[src/rtl/issue_dispatch_ctrl.sv]
// Issue-queue dispatch controller.
// Accepts up to four micro-ops per cycle from rename, acknowledges grants to the two
// execution ports, tracks queue occupancy and sequences a branch kill through a
// one-cycle KILL window followed by a one-cycle occupancy resync from the queue.
module issue_dispatch_ctrl #(
  parameter int unsigned SIZE      = 32,
  parameter int unsigned WIDTH_BRM = 3,
  parameter int unsigned WIDTH_CNT = $clog2(SIZE + 1),
  parameter int unsigned ALMOST    = 8
) (
  input  logic                 i_clk,
  input  logic                 i_rst,
  input  logic [3:0]           i_valid,
  input  logic                 i_stall,
  output logic                 o_ready,
  output logic [3:0]           o_lane_en,
  output logic                 o_en,
  input  logic [1:0]           i_issue,
  input  logic [1:0]           i_exec_ready,
  output logic [1:0]           o_issue_ack,
  input  logic [WIDTH_BRM:0]   i_BrKill,
  input  logic [WIDTH_CNT-1:0] i_occ,
  output logic [WIDTH_CNT-1:0] o_count,
  output logic                 o_almost_full,
  output logic                 o_empty,
  output logic                 o_err
);

  // One extra bit so occupancy arithmetic can see overflow and underflow.
  localparam int unsigned CW = WIDTH_CNT + 1;

  localparam logic [CW-1:0] SizeW     = CW'(SIZE);
  localparam logic [CW-1:0] BundleW   = CW'(4);
  localparam logic [CW-1:0] AlmostW   = CW'(ALMOST);
  localparam logic          AlmostRst = (SIZE < ALMOST);

  typedef enum logic [1:0] {
    StRun    = 2'd0,
    StKill   = 2'd1,
    StResync = 2'd2
  } state_e;

  state_e               state_q, state_d;
  logic [WIDTH_CNT-1:0] count_q, count_d;
  logic                 err_q, err_d;
  logic                 almost_full_q, almost_full_d;
  logic                 empty_q, empty_d;

  logic                 kill_en;
  logic [CW-1:0]        free_q;
  logic [CW-1:0]        free_d;
  logic                 room;
  logic                 accept;
  logic [CW-1:0]        add_sum;
  logic [CW-1:0]        diff_sum;
  logic [2:0]           pop_lane;
  logic [1:0]           pop_ack;

  // Branch mask bits are applied by the queue slots themselves, not here.
  logic                 unused_brmask;
  assign unused_brmask = ^i_BrKill[WIDTH_BRM-1:0];

  assign kill_en = i_BrKill[WIDTH_BRM];

  function automatic logic [2:0] popcnt4(input logic [3:0] v);
    popcnt4 = 3'(v[0]) + 3'(v[1]) + 3'(v[2]) + 3'(v[3]);
  endfunction

  function automatic logic [1:0] popcnt2(input logic [1:0] v);
    popcnt2 = 2'(v[0]) + 2'(v[1]);
  endfunction

  // Free slots and the conservative "a full bundle fits" check.
  assign free_q = SizeW - {1'b0, count_q};
  assign room   = (free_q >= BundleW);

  // State register and registered status flags.
  always_ff @(posedge i_clk or posedge i_rst) begin
    if (i_rst) begin
      state_q       <= StRun;
      count_q       <= '0;
      err_q         <= 1'b0;
      almost_full_q <= AlmostRst;
      empty_q       <= 1'b1;
    end else begin
      state_q       <= state_d;
      count_q       <= count_d;
      err_q         <= err_d;
      almost_full_q <= almost_full_d;
      empty_q       <= empty_d;
    end
  end

  // Next-state: any kill restarts the KILL/RESYNC sequence from any state.
  always_comb begin
    state_d = state_q;
    if (kill_en) begin
      state_d = StKill;
    end else begin
      unique case (state_q)
        StRun:    state_d = StRun;
        StKill:   state_d = StResync;
        StResync: state_d = StRun;
        default:  state_d = StRun;
      endcase
    end
  end

  // Outputs: dispatch/issue handshakes only in RUN; KILL pulses the queue enable.
  always_comb begin
    o_ready     = 1'b0;
    o_lane_en   = 4'b0000;
    o_issue_ack = 2'b00;
    o_en        = 1'b0;
    accept      = 1'b0;
    unique case (state_q)
      StRun: begin
        o_ready     = ~i_stall & room;
        accept      = (|i_valid) & o_ready;
        o_lane_en   = accept ? i_valid : 4'b0000;
        o_issue_ack = i_issue & i_exec_ready;
        o_en        = accept | (|o_issue_ack);
      end
      StKill: begin
        o_en = 1'b1;
      end
      StResync: begin
        o_en = 1'b0;
      end
      default: begin
        o_en = 1'b0;
      end
    endcase
  end

  assign pop_lane = popcnt4(o_lane_en);
  assign pop_ack  = popcnt2(o_issue_ack);
  assign add_sum  = {1'b0, count_q} + CW'(pop_lane);
  assign diff_sum = add_sum - CW'(pop_ack);

  // Occupancy update with clamping; any clamp or empty-queue issue is sticky in err.
  always_comb begin
    count_d = count_q;
    err_d   = err_q;
    unique case (state_q)
      StRun: begin
        if ((|o_issue_ack) && (count_q == '0)) begin
          err_d = 1'b1;
        end
        if (add_sum < CW'(pop_ack)) begin
          count_d = '0;
          err_d   = 1'b1;
        end else if (diff_sum > SizeW) begin
          count_d = WIDTH_CNT'(SIZE);
          err_d   = 1'b1;
        end else begin
          count_d = diff_sum[WIDTH_CNT-1:0];
        end
      end
      StKill: begin
        count_d = count_q;
      end
      StResync: begin
        // A kill landing here re-enters KILL; the queue is not yet settled, so hold.
        if (!kill_en) begin
          if ({1'b0, i_occ} > SizeW) begin
            count_d = WIDTH_CNT'(SIZE);
            err_d   = 1'b1;
          end else begin
            count_d = i_occ;
          end
        end
      end
      default: begin
        count_d = '0;
      end
    endcase
  end

  // Status flags are registered from the next occupancy so they track o_count.
  assign free_d = SizeW - {1'b0, count_d};

  always_comb begin
    almost_full_d = (free_d < AlmostW);
    empty_d       = (count_d == '0);
  end

  assign o_count       = count_q;
  assign o_almost_full = almost_full_q;
  assign o_empty       = empty_q;
  assign o_err         = err_q;

endmodule
[config.mk]
export PLATFORM = sky130hd
export DESIGN_NAME = issue_dispatch_ctrl
export DESIGN_NICKNAME = d
export VERILOG_FILES = /design/src/rtl/issue_dispatch_ctrl.sv
export SDC_FILE = /design/constraint.sdc
export NUM_CORES = 1
export LEC_CHECK = 0
export BUFFER_PORTS_ARGS = -buffer_cell sky130_fd_sc_hd__buf_2
export CORE_UTILIZATION = 35
export DETAILED_ROUTE_END_ITERATION = 16
export PLACE_DENSITY = 0.69
export SYNTH_ARGS = -nofsm -noshare
export SYNTH_HDL_FRONTEND = slang
export SYNTH_SLANG_ARGS = --single-unit
[constraint.sdc]
create_clock -name i_clk -period 5.51 [get_ports i_clk]
set_input_delay 0.2755 -clock i_clk [delete_from_list [all_inputs] [get_ports i_clk]]
set_output_delay 0.2755 -clock i_clk [all_outputs]
set_load 0.05 [all_outputs]
==> results_tabular.tex <==
\begin{tabular}{lr}
\hline
Metric & Value \\
\hline
\multicolumn{2}{l}{\textbf{Die}} \\
\quad Number of top-level pins & 38 \\
\quad Area of the die & 3920 um2 \\
\quad DIE HEIGHT & 62.6 um \\
\quad Starting density of the core & 37.7\% \\
\quad Placeable core region & 3420 um2 \\
\quad Width of the die & 62.6 um \\
\quad Cell Rows & 21 \\
\multicolumn{2}{l}{\textbf{Global routing}} \\
\quad Overflow after GRT & 0 \\
\quad Via count of the first global-routing pass & 1171 \\
\quad First-pass GRT wire length & 5570 um \\
\quad All-Layer GR Usage & 17.7\% \\
\quad Maximum number of pins on one net before global-route repair & 15 \\
\quad Number of antenna violations at the first check in global routing & 0 \\
\multicolumn{2}{l}{\textbf{Clock tree}} \\
\quad CTS H-tree depth & 1 \\
\quad Total number of clock tree sinks & 11 \\
\quad Number of setup buffers added after CTS & 0 \\
\quad Worst-skew pair later-pin latency & 0.26 ns \\
\quad Clock edge transition at the registers on the reported setup and hold paths & 0.06 ns \\
\quad Root buffer selected by CTS & sky130\_fd\_sc\_hd\_\_clkbuf\_4 \\
\quad Gates resized, CTS repair & 0 \\
\quad CTS buffer count & 3 \\
\quad TritonCTS clock tree & built \\
\quad Buffers from clock root to sink, at most & 2 \\
\multicolumn{2}{l}{\textbf{Flow run}} \\
\quad Number of violations of the max-capacitance limit & 0 \\
\multicolumn{2}{l}{\textbf{Power}} \\
\quad Power density relative to cell area & 470 nW/um2 \\
\quad Largest voltage drop on the vdd net & 0.331 mV \\
\quad Power, Total & 0.000731 W \\
\quad Leakage power total & 0.745 nW \\
\multicolumn{2}{l}{\textbf{Worst setup path}} \\
\quad Delay of the slowest cell on the worst path & 0.54 ns \\
\quad Critical Path End Type & register \\
\quad Sort of element at the start of the critical path & register \\
\quad Most frequent cell on the critical path & sky130\_fd\_sc\_hd\_\_fa\_1 \\
\quad Library cell contributing the largest single delay on the critical path & sky130\_fd\_sc\_hd\_\_or4\_1 \\
\quad Data required time at the worst endpoint & 5.66 ns \\
\quad Ordered list of cells on the worst path & or4\_1, nor2\_1, a211oi\_1, and2\_1, nand2\_1, fa\_1, fa\_1, fa\_1, fa\_1, xor3\_1, and3\_1, a21oi\_1, o21ai\_0, nor3\_1, o311a\_2, a32o\_1 \\
\quad Kind of cell adding the most delay to the critical path & adder cells \\
\quad WP data arrival & 5.24 ns \\
\quad Startpoint-to-endpoint class of the critical path & reg2reg \\
\quad Buffers and inverters on the worst path & 0 \\
\quad Critical-path maximum fanout & 6 \\
\multicolumn{2}{l}{\textbf{Drt}} \\
\quad Drt wl/cell & 13.9 um \\
\quad Number of DRC violations after detailed routing & 0 \\
\quad Mean number of vias per cell & 5.37 \\
\quad Violation count after the first detailed-route iteration & 44 \\
\quad Detailed-route via count & 1278 \\
\quad Drt total wl & 3300 um \\
\quad Number of iterations in the first detailed-routing pass & 4 \\
\quad Post-detailed-route count of antenna-violating nets & 0 \\
\multicolumn{2}{l}{\textbf{Placed design}} \\
\quad Cell count after placement & 233 \\
\quad Weighted congestion at the end of routability-driven global placement & 0.816 \\
\quad Number of I/O port buffers & 34 \\
\quad Final HPWL DP & 2690 um \\
\quad Placed instance area & 1520 um2 \\
\multicolumn{2}{l}{\textbf{STA}} \\
\quad Hold violation count in the final report & 0 \\
\quad Final setup skew & 0.00530 ns \\
\quad Slew Limit Headroom & 65.2\% \\
\quad Endpoints failing setup & 0 \\
\quad Unrepaired setup endpoints after global routing & no \\
\quad Actual slew at the worst max-slew pin & 0.515 ns \\
\quad Max Clock Freq & 196 MHz \\
\quad Post-layout min period & 5.09 ns \\
\quad Max-slew violations & 0 \\
\quad Total negative slack & 0 ns \\
\quad Worst hold slack & 0.269 ns \\
\quad Portion of the clock cycle consumed by the worst path in the final layout & 92.4\% \\
\multicolumn{2}{l}{\textbf{Synth}} \\
\quad Syn avg cell area & 8.35 um2 \\
\quad Net Count, Synth & 184 \\
\quad Share of synthesized registers carrying an async set or reset & 100\% \\
\quad EDFF count, synth & 0 \\
\quad Sequential fraction of the synthesis area & 21.5\% \\
\quad Cell area after synthesis & 1290 um2 \\
\quad YS warnings & 0 \\
\quad Area share of the largest cell type after synthesis & 19.5\% \\
\quad Ranking of synthesized cells by area & sky130\_fd\_sc\_hd\_\_dfrtp\_1 (19\%), sky130\_fd\_sc\_hd\_\_fa\_1 (6.2\%), sky130\_fd\_sc\_hd\_\_ha\_1 (4.9\%) \\
\quad Number of instances in the synthesized netlist & 154 \\
\quad Leading area contributor after synthesis & sky130\_fd\_sc\_hd\_\_dfrtp\_1 \\
\quad Post-synthesis cell type count & 54 \\
\quad Flip-flop and latch count after synthesis & 11 \\
\quad Most used flip-flop cell after synthesis & sky130\_fd\_sc\_hd\_\_dfrtp\_1 \\
\multicolumn{2}{l}{\textbf{Layout}} \\
\quad Number of nets in the final layout & 223 \\
\quad Number of antenna cells inserted & 0 \\
\quad Sequential standard cell area & 277 um2 \\
\quad Design Area, Final & 1560 um2 \\
\quad Synth-to-Final Area Change & 20.9\% \\
\quad Combined area of the multi-input logic cells & 925 um2 \\
\quad Proportion of layout cells with a drive suffix above 1 & 27.1\% \\
\quad Count of placed standard cells in the final layout, fillers left out & 238 \\
\quad Count of filler cells inserted in the layout & 359 \\
\multicolumn{2}{l}{\textbf{Run status}} \\
\quad Result of the run & finished clean \\
\multicolumn{2}{l}{\textbf{Worst hold path}} \\
\quad Worst hold path type & in2reg \\
\hline
\end{tabular}
[synthesized netlist by cell type, drive strengths merged, types with 3 or more instances]
library cell / n
nor2b: 6
inv: 16
a41oi: 3
a2bb2oi: 3
buf: 3
ha: 5
nand3: 5
nand2: 13
dfrtp: 10
a31oi: 4
and3: 3
o21ai: 11
fa: 4
nor3b: 4
a21oi: 8
or2: 3
nor2: 8
nand4: 4
[cell type report]
class                           count  area share (%)
Clock buffer                        4            1.69
Timing Repair Buffer               39            13.5
Inverter                           16            3.86
Sequential cell                    11            17.8
Multi-Input combinational cell    122            59.5
Tap cell                           46            3.70
[placed cells by master (no fill, tap or decap), types with 2 or more instances in the layout]
cell / instances
sky130_fd_sc_hd__o21a_1: 2
sky130_fd_sc_hd__or4_1: 2
sky130_fd_sc_hd__dfrtp_1: 10
sky130_fd_sc_hd__nor2_1: 8
sky130_fd_sc_hd__o21ai_0: 10
sky130_fd_sc_hd__a21oi_1: 8
sky130_fd_sc_hd__xor3_1: 2
sky130_fd_sc_hd__clkbuf_4: 3
sky130_fd_sc_hd__a2bb2oi_1: 3
sky130_fd_sc_hd__xnor2_1: 2
sky130_fd_sc_hd__a31oi_1: 3
sky130_fd_sc_hd__nor3b_1: 4
sky130_fd_sc_hd__inv_1: 16
sky130_fd_sc_hd__xor2_1: 2
sky130_fd_sc_hd__ha_1: 5
sky130_fd_sc_hd__a41oi_1: 3
sky130_fd_sc_hd__o21bai_1: 2
sky130_fd_sc_hd__nand2_1: 13
sky130_fd_sc_hd__nor3_1: 2
sky130_fd_sc_hd__nand2b_1: 2
sky130_fd_sc_hd__nand4_1: 4
sky130_fd_sc_hd__a211oi_1: 2
sky130_fd_sc_hd__fa_1: 4
sky130_fd_sc_hd__and3_1: 3
sky130_fd_sc_hd__buf_4: 4
sky130_fd_sc_hd__nand3_1: 5
sky130_fd_sc_hd__nor2b_1: 6
sky130_fd_sc_hd__buf_2: 34
[cells by family after synthesis]
group	share of synthesized area, %
simple gates	26.6
compound gates	27.0
buf+inv	6.62
flops	21.5
fa+ha+maj	11.1
xor+xnor	6.42
mux	0.778
[registers in the layout, summed over array words and instances, names as in the netlist]
signal / cells
o_empty: 1
o_err: 1
state_q: 2
o_almost_full: 1
o_count: 6
[through the flow]
stage	util, %	setup WS, ns
final	45.5	0.421
after detailed placement	44.5	0.436
after CTS	45.5	0.433
after global placement	44.5	0.494
after global routing	45.5	0.167
after floorplan	-	0.0886
[worst paths after layout]
check / slack (ns) / startpoint / cells after the start / to
max: 0.42 / o_count[1] / 16 / o_almost_full
min: 0.27 / i_BrKill[3] / 1 / state_q[0]
max reg2reg: 0.42 / o_count[1] / 16 / o_almost_full
min reg2reg: 0.47 / o_err / 1 / o_err
max in group asynchronous: 4.68 / i_rst / 3 / o_empty
min in group asynchronous: 0.52 / i_rst / 3 / o_almost_full
[routing by layer]
layer | wire length, um | global-route usage (%) | up-vias | part of all wire (%)
met4 | 21 | 5.23 | 0 | 0.64
met5 | 0 | 0 | - | 0
met2 | 1440 | 27.6 | 44 | 44
li1 | - | - | 644 | -
met3 | 134 | 0.730 | 4 | 4.1
met1 | 1710 | 26.4 | 586 | 52
[power by group]
part           switching, W  leakage, nW  internal [W]  total [W]
Sequential        0.0000311        0.138      0.000108   0.000139
Clock             0.0000237       0.0150     0.0000279  0.0000517
Combinational      0.000331        0.592      0.000210   0.000541
[what timing repair did]
action | 4_1_cts | 5_1_grt
endpoints found under the setup margin | 0 | 0
endpoints found under the hold margin | 10 | 0
hold buffers | 1 | 0
[worst register-to-register path, cell delays in order, from the launching register on]
cell and delay, ns:
sky130_fd_sc_hd__dfrtp_1 0.46, sky130_fd_sc_hd__or4_1 0.54, sky130_fd_sc_hd__nor2_1 0.10, sky130_fd_sc_hd__a211oi_1 0.10, sky130_fd_sc_hd__and2_1 0.19, sky130_fd_sc_hd__nand2_1 0.11, sky130_fd_sc_hd__fa_1 0.45, sky130_fd_sc_hd__fa_1 0.44
sky130_fd_sc_hd__fa_1 0.50, sky130_fd_sc_hd__fa_1 0.52, sky130_fd_sc_hd__xor3_1 0.24, sky130_fd_sc_hd__and3_1 0.25, sky130_fd_sc_hd__a21oi_1 0.06, sky130_fd_sc_hd__o21ai_0 0.26, sky130_fd_sc_hd__nor3_1 0.13, sky130_fd_sc_hd__o311a_2 0.42
sky130_fd_sc_hd__a32o_1 0.21
(Power assumes the default switching activity.)
